--- config.mk ---
export PLATFORM = sky130hd
export DESIGN_NAME = cmt_rob
export DESIGN_NICKNAME = d
export VERILOG_FILES = /design/src/rtl/cmt_rob.sv
export SDC_FILE = /design/constraint.sdc
export NUM_CORES = 1
export LEC_CHECK = 0
export CAP_MARGIN = 40
export CORE_MARGIN = 3
export CORE_UTILIZATION = 50
export DETAILED_ROUTE_END_ITERATION = 10
export PLACE_DENSITY = 0.7
export SLEW_MARGIN = 0
export SYNTH_ARGS = -nofsm -noshare
export SYNTH_HDL_FRONTEND = slang
export SYNTH_SLANG_ARGS = --single-unit
--- constraint.sdc ---
create_clock -name clk -period 7.3 [get_ports clk]
set_input_delay 1.095 -clock clk [delete_from_list [all_inputs] [get_ports clk]]
set_output_delay 1.095 -clock clk [all_outputs]
set_load 0.05 [all_outputs]
--- src/rtl/cmt_rob.sv ---
// cmt_rob: reorder buffer and in-order commit engine.
//
// Renamed instructions are allocated at the tail (up to IW per cycle).
// Writeback marks entries done. Completed entries retire from the head
// in program order (up to CW per cycle). Each retired lane drives the
// logical/physical mapping and the freed physical register back to rename.
//
// Optional feature macro: NCPU_CMT_EXC_EN
//   defined   -> exception bits, wb_exc/flush/flush_pc ports and the rollback path
//   undefined -> no exception tracking; done entries always retire in order
//
// Ports:
//   clk, rst        clock, synchronous active-high reset
//   rob_push        per-lane allocate request (lanes packed from lane 0)
//   rob_lrd/prd/prd_we/pfree/pc  per-lane entry payload
//   rob_ready       all ones when at least IW entries are free
//   rob_id          entry index assigned to each allocation lane
//   wb_valid/wb_rob_id (/wb_exc)  completion reports
//   flush/flush_pc  one-cycle rollback pulse and faulting PC (exception build)
//   commit_valid/lrd/prd/prd_we/pfree  registered retirement lanes

`ifndef NCPU_LRF_AW
`define NCPU_LRF_AW 5
`endif
`ifndef NCPU_PRF_AW
`define NCPU_PRF_AW 6
`endif
`ifndef PC_W
`define PC_W 32
`endif

module cmt_rob #(
    parameter int CONFIG_P_ISSUE_WIDTH  = 1,
    parameter int CONFIG_P_COMMIT_WIDTH = 1,
    parameter int CONFIG_P_ROB_DEPTH    = 4,
    parameter int WRITEBACK_WIDTH       = 2,
    localparam int IW  = 1 << CONFIG_P_ISSUE_WIDTH,
    localparam int CW  = 1 << CONFIG_P_COMMIT_WIDTH,
    localparam int P   = CONFIG_P_ROB_DEPTH,
    localparam int WB  = WRITEBACK_WIDTH,
    localparam int LAW = `NCPU_LRF_AW,
    localparam int PAW = `NCPU_PRF_AW,
    localparam int PCW = `PC_W
) (
    input  logic               clk,
    input  logic               rst,
    input  logic [IW-1:0]      rob_push,
    input  logic [IW*LAW-1:0]  rob_lrd,
    input  logic [IW*PAW-1:0]  rob_prd,
    input  logic [IW-1:0]      rob_prd_we,
    input  logic [IW*PAW-1:0]  rob_pfree,
    input  logic [IW*PCW-1:0]  rob_pc,
    output logic [IW-1:0]      rob_ready,
    output logic [IW*P-1:0]    rob_id,
    input  logic [WB-1:0]      wb_valid,
    input  logic [WB*P-1:0]    wb_rob_id,
`ifdef NCPU_CMT_EXC_EN
    input  logic [WB-1:0]      wb_exc,
    output logic               flush,
    output logic [PCW-1:0]     flush_pc,
`endif
    output logic [CW-1:0]      commit_valid,
    output logic [CW*LAW-1:0]  commit_lrd,
    output logic [CW*PAW-1:0]  commit_prd,
    output logic [CW-1:0]      commit_prd_we,
    output logic [CW*PAW-1:0]  commit_pfree
);

    localparam int D = 1 << P;

    // Pointers carry one extra wrap bit so full and empty are distinguishable.
    typedef logic [P:0] ptr_t;

    ptr_t             head_q;
    ptr_t             tail_q;
    logic [D-1:0]     valid_q;
    logic [D-1:0]     done_q;
    logic [D-1:0]     prd_we_q;
    logic [LAW-1:0]   lrd_q   [D];
    logic [PAW-1:0]   prd_q   [D];
    logic [PAW-1:0]   pfree_q [D];

`ifdef NCPU_CMT_EXC_EN
    logic [D-1:0]     exc_q;
    logic [PCW-1:0]   pc_q [D];
    logic             exc_hit;
    logic [PCW-1:0]   exc_pc;
`else
    logic             unused_pc;
    assign unused_pc = ^rob_pc;
`endif

    ptr_t             count;
    ptr_t             free_cnt;
    ptr_t             push_cnt;
    ptr_t             ret_cnt;
    logic             ready;
    logic             block_in;
    logic             push_fire;
    logic [IW-1:0]    push_lane;
    logic [CW-1:0]    retire;
    logic [P-1:0]     alloc_idx  [IW];
    logic [P-1:0]     commit_idx [CW];

    // Readiness is based on the occupancy before this cycle's retirement,
    // so slots freed by a commit only become allocatable one cycle later.
    assign count     = tail_q - head_q;
    assign free_cnt  = ptr_t'(D) - count;
    assign ready     = (free_cnt >= ptr_t'(IW));
    assign rob_ready = {IW{ready}};

    // During the flush pulse the table has just been emptied; any new
    // allocation or completion belongs to the squashed path.
`ifdef NCPU_CMT_EXC_EN
    assign block_in = flush;
`else
    assign block_in = 1'b0;
`endif

    assign push_fire = ready & ~block_in;
    assign push_lane = rob_push & {IW{push_fire}};

    always_comb begin
        for (int i = 0; i < IW; i++) begin
            alloc_idx[i] = tail_q[P-1:0] + P'(i);
        end
        for (int k = 0; k < CW; k++) begin
            commit_idx[k] = head_q[P-1:0] + P'(k);
        end
    end

    genvar gi;
    generate
        for (gi = 0; gi < IW; gi++) begin : g_rob_id
            assign rob_id[gi*P +: P] = alloc_idx[gi];
        end
    endgenerate

    always_comb begin
        push_cnt = '0;
        for (int i = 0; i < IW; i++) begin
            if (push_lane[i]) begin
                push_cnt = push_cnt + ptr_t'(1);
            end
        end
    end

    // Retire lanes form a contiguous prefix from the head. The first entry
    // that is not ready (or that faulted) stops every younger lane.
    always_comb begin
        logic chain;
        chain  = 1'b1;
        retire = '0;
`ifdef NCPU_CMT_EXC_EN
        exc_hit = 1'b0;
        exc_pc  = '0;
`endif
        for (int k = 0; k < CW; k++) begin
            if (chain && valid_q[commit_idx[k]] && done_q[commit_idx[k]]) begin
`ifdef NCPU_CMT_EXC_EN
                if (exc_q[commit_idx[k]]) begin
                    exc_hit = 1'b1;
                    exc_pc  = pc_q[commit_idx[k]];
                    chain   = 1'b0;
                end else
`endif
                retire[k] = 1'b1;
            end else begin
                chain = 1'b0;
            end
        end
    end

    always_comb begin
        ret_cnt = '0;
        for (int k = 0; k < CW; k++) begin
            if (retire[k]) begin
                ret_cnt = ret_cnt + ptr_t'(1);
            end
        end
    end

    // Entry table, pointers and registered commit lanes. Writeback is
    // applied before the retire clear so a late duplicate report cannot
    // resurrect a retired slot; allocation never overlaps a live slot.
    always_ff @(posedge clk) begin
        if (rst) begin
            head_q        <= '0;
            tail_q        <= '0;
            valid_q       <= '0;
            done_q        <= '0;
            prd_we_q      <= '0;
            commit_valid  <= '0;
            commit_lrd    <= '0;
            commit_prd    <= '0;
            commit_prd_we <= '0;
            commit_pfree  <= '0;
`ifdef NCPU_CMT_EXC_EN
            exc_q         <= '0;
            flush         <= 1'b0;
            flush_pc      <= '0;
`endif
        end else begin
            commit_valid <= retire;
            for (int k = 0; k < CW; k++) begin
                commit_lrd[k*LAW +: LAW]   <= retire[k] ? lrd_q[commit_idx[k]]   : '0;
                commit_prd[k*PAW +: PAW]   <= retire[k] ? prd_q[commit_idx[k]]   : '0;
                commit_pfree[k*PAW +: PAW] <= retire[k] ? pfree_q[commit_idx[k]] : '0;
                commit_prd_we[k]           <= retire[k] & prd_we_q[commit_idx[k]];
            end

`ifdef NCPU_CMT_EXC_EN
            flush    <= exc_hit;
            flush_pc <= exc_hit ? exc_pc : '0;
            if (exc_hit) begin
                valid_q <= '0;
                done_q  <= '0;
                exc_q   <= '0;
                head_q  <= '0;
                tail_q  <= '0;
            end else
`endif
            begin
                for (int j = 0; j < WB; j++) begin
                    if (wb_valid[j] && !block_in && valid_q[wb_rob_id[j*P +: P]]) begin
                        done_q[wb_rob_id[j*P +: P]] <= 1'b1;
`ifdef NCPU_CMT_EXC_EN
                        if (wb_exc[j]) begin
                            exc_q[wb_rob_id[j*P +: P]] <= 1'b1;
                        end
`endif
                    end
                end

                for (int k = 0; k < CW; k++) begin
                    if (retire[k]) begin
                        valid_q[commit_idx[k]] <= 1'b0;
                        done_q[commit_idx[k]]  <= 1'b0;
                    end
                end

                for (int i = 0; i < IW; i++) begin
                    if (push_lane[i]) begin
                        valid_q[alloc_idx[i]]  <= 1'b1;
                        done_q[alloc_idx[i]]   <= 1'b0;
                        prd_we_q[alloc_idx[i]] <= rob_prd_we[i];
                        lrd_q[alloc_idx[i]]    <= rob_lrd[i*LAW +: LAW];
                        prd_q[alloc_idx[i]]    <= rob_prd[i*PAW +: PAW];
                        pfree_q[alloc_idx[i]]  <= rob_pfree[i*PAW +: PAW];
`ifdef NCPU_CMT_EXC_EN
                        exc_q[alloc_idx[i]]    <= 1'b0;
                        pc_q[alloc_idx[i]]     <= rob_pc[i*PCW +: PCW];
`endif
                    end
                end

                head_q <= head_q + ret_cnt;
                tail_q <= tail_q + push_cnt;
            end
        end
    end

    // Allocating into a full buffer is a rename-stage protocol error.
    assert property (@(posedge clk) disable iff (rst)
                     (block_in || !(|rob_push) || ready));

endmodule

==> impl_metrics.ini <==
[global_route]
grt_pass1_vias = 14300
grt_overflow = 0
antenna_found_initial = 5
grt_pass1_wl_um = 93600
grt_max_degree = 61
gr-usage-all-layers = 0.272

[synthesis]
synth_warnings = 0
ys_ff_latch = 368
synth_nets = 1621
synthArstFlopShare = 0
synthCells = 1479
yosysSeqAreaShare = 0.467
synth-edff-count = 272
syn_avg_cell_area_um2 = 14.6
syn_area_um2 = 21600
synthDistinctLibCells = 80
ys.flop_type = edfxtp_1

[cells_and_area]
stdcell_area_um2 = 24600
layout.cells.non_filler = 2132
syn_to_final_growth_pct = 13.8
multiInputGateArea_um2 = 10900
drive_above_1_share = 0.387
fillerInstances = 3265
nNetsFinal = 1663
seqCellArea_um2 = 10100

[worst_setup_path]
cp_max_fo = 21
cp-start-kind = flop
crit_type = flop to output pin
crit_path_end_kind = output pin
cp_slowest_stage_delay_ns = 0.84
cp.arrival_ns = 4.73
cp.required_ns = 6.20
cp_common_cell = ha_1
r2r_slack_ns = 2.18
worstPathCellList = inv_1 -> ha_1 -> ha_1 -> a21o_1 -> a21oi_2 -> xor2_2 -> nor2_4 -> clkinv_1 -> buf_4 -> clkdlybuf4s50_1
critPathSlowestCell = clkdlybuf4s50_1
cp_top_family = buffers and inverters
r2r-start = tail_q[2]$_SDFF_PP0_
crit_path_start = tail_q[2]$_SDFF_PP0_
crit_buf_inv = 4

[clocking]
clk_latency_ns = 0.56
cts_buffers = 41
cts.sinks = 368
clk_path_buf_depth = 3
postCtsSetupBuffers = 0
post_cts_resized = 0
ctsHoldBuffers = 0
path_clk_slew_ns = 0.06
cts_tree = built
root_buffer = clkbuf_16
htreeDepth = 2

[place]
numPortBuffers = 97
gp_congestion = 0.868
numPlacedInstances = 2055
dp_hpwl_um = 38100
dpl_cell_area_um2 = 23200

[timing]
clock_skew_ns = 0.0129
setup-violations-final = 0
rsz0062_at_grt = no
hold_violations = 0
fin_crit_sh = 0.799
clock.fmax_mhz = 172
max_slew_margin = 0.410
fin_tns_setup_ns = 0
worstMarginPinSlew_ns = 0.885
post-route-min-period_ns = 5.83
slew_violations = 0

[route]
first_iter_violations = 1905
vias_per_cell = 6.76
vias = 14400
wl_met3_um = 6140
wl_met1_um = 24800
drc_errors = 0
ant_nets = 0
dr_wl_met2_um = 29500
post_drt_wl_per_cell_um = 29.3
drt_wl_total_um = 62400
highest_layer = met5
dr.pass1.iters = 6

[die]
fp-row-count = 75
die_x_um = 214
core-area_um2 = 42300
start_util = 0.511
die_area_um2 = 45800
io_pins = 162
die_h_um = 214

[power]
leakagePower_nw = 7.86
peakVddDrop_mv = 0.155
p_per_area_nw_per_um2 = 238

[worst_hold_path]
hold_path_class = flop to flop
worstHoldStart = prd_we_q[13]$_SDFF_PP0_

[run_status]
status = finished, final reports clean

[flow_run]
max_cap_violations = 0
tightest hold or removal path, delay by kind of cell, from the launching register on:
kind	cells	cell delay [ns]
AOI/OAI and AO/OA	2	0.13
DFF	1	0.32
cells in the mapped netlist (all sizes together), types with 8 or more instances:
master,count,area [um^2]
nor3,14,81.3
a211oi,14,115
nand4,10,62.6
a31oi,19,119
nor2b,31,194
a21oi,36,184
buf,83,485
nand2,43,161
nand3,26,130
mux2i,13,130
inv,11,41.3
mux4,188,4230
clkbuf,66,248
dfxtp,96,1920
nor2,40,165
xnor2,9,93.8
edfxtp,272,8170
mux2,276,3110
nand3b,8,63.8
a311oi,9,78.8
o21ai,23,126
and2,27,169
and3,19,119
ha,25,313
path summary, 6_finish.rpt:
check	cells past startpoint	end
max	10	rob_ready[1]
min reg2reg	2	prd_we_q[13]$_SDFF_PP0_
min	2	prd_we_q[13]$_SDFF_PP0_
max reg2reg	11	lrd_q[4][3]$_DFFE_PP_
report_power, final:
part           internal [mW]  switching [mW]
sequential              2.39          0.0970
combinational          0.460           0.698
clock                   1.33           0.874
cells by family after synthesis:
family	after synthesis	synth area share
AND/OR/NAND/NOR	256	0.0695
AO/OA/AOI/OAI	173	0.0574
flip-flops	368	0.467
adder cells (fa/ha/maj)	28	0.0172
XOR/XNOR	16	0.00752
buffers and inverters	161	0.0360
multiplexers	477	0.346
layout make-up:
cell class	count	area share
multi-input combinational	950	0.442
sequential	368	0.410
timing repair buffer	148	0.0577
clock buffer	52	0.0467
tap	577	0.0293
clock inverter	23	0.0115
inverter	12	0.00183
antenna	2	0.000203
layout by cell type, fill, tap and decap left out, types with 6 or more instances in the layout:
| cell type | netlist | layout |
|---|---|---|
| nor3_1 | 13 | 9 |
| bufinv_16 | 0 | 6 |
| a21o_1 | 7 | 7 |
| and3_1 | 19 | 19 |
| a311oi_1 | 9 | 9 |
| nor2b_1 | 31 | 29 |
| o2bb2ai_1 | 7 | 7 |
| a41o_1 | 7 | 7 |
| xnor2_1 | 7 | 6 |
| mux2i_1 | 13 | 13 |
| nand2_1 | 43 | 43 |
| edfxtp_1 | 272 | 272 |
| a211oi_1 | 12 | 10 |
| inv_1 | 10 | 10 |
| nor3b_1 | 6 | 6 |
| nand4_1 | 10 | 10 |
| a221oi_1 | 7 | 7 |
| ha_1 | 25 | 24 |
| and2_1 | 27 | 27 |
| nand3b_1 | 7 | 7 |
| clkbuf_16 | 0 | 43 |
| mux2_1 | 34 | 34 |
| o21ai_0 | 19 | 19 |
| nor2_2 | 3 | 8 |
| a21oi_1 | 35 | 31 |
| a31oi_1 | 19 | 19 |
| nor2_1 | 36 | 31 |
| dfxtp_1 | 96 | 93 |
| mux2_2 | 242 | 242 |
| nand3_1 | 26 | 26 |
| mux4_2 | 188 | 188 |
| clkdlybuf4s50_1 | 0 | 96 |
| buf_4 | 14 | 46 |
| clkinv_2 | 0 | 11 |
stage by stage:
| step | power [mW] | utilization | worst slack [ns] | hold WS, ns |
|---|---|---|---|---|
| 6_report | 5.85 | 0.581 | 1.47 | 0.498 |
| 5_1_grt | 6.05 | 0.581 | 1.28 | 0.520 |
| 4_1_cts | 5.87 | 0.581 | 1.51 | 0.498 |
| 3_5_place_dp | 3.66 | 0.547 | 2.15 | 0.485 |
| 3_3_place_gp | 3.61 | 0.545 | 2.22 | 0.479 |
| 2_1_floorplan | 3.31 | - | 2.26 | 0.455 |
sequential cells by signal, indices dropped and copies added (netlist names):
signal and flops:
lrd_q 80, commit_prd_we 2, commit_lrd 10, valid_q 16
commit_pfree 12, prd_q 96, pfree_q 96, head_q 5
commit_valid 2, commit_prd 12, tail_q 5, prd_we_q 16
done_q 16
per-layer routing:
metal,vias up,global-route usage
met5,-,0
met4,6,0.0922
met3,134,0.0593
met2,841,0.429
met1,7392,0.376
li1,6046,-
Note: power is estimated with default switching activity, not from simulation.
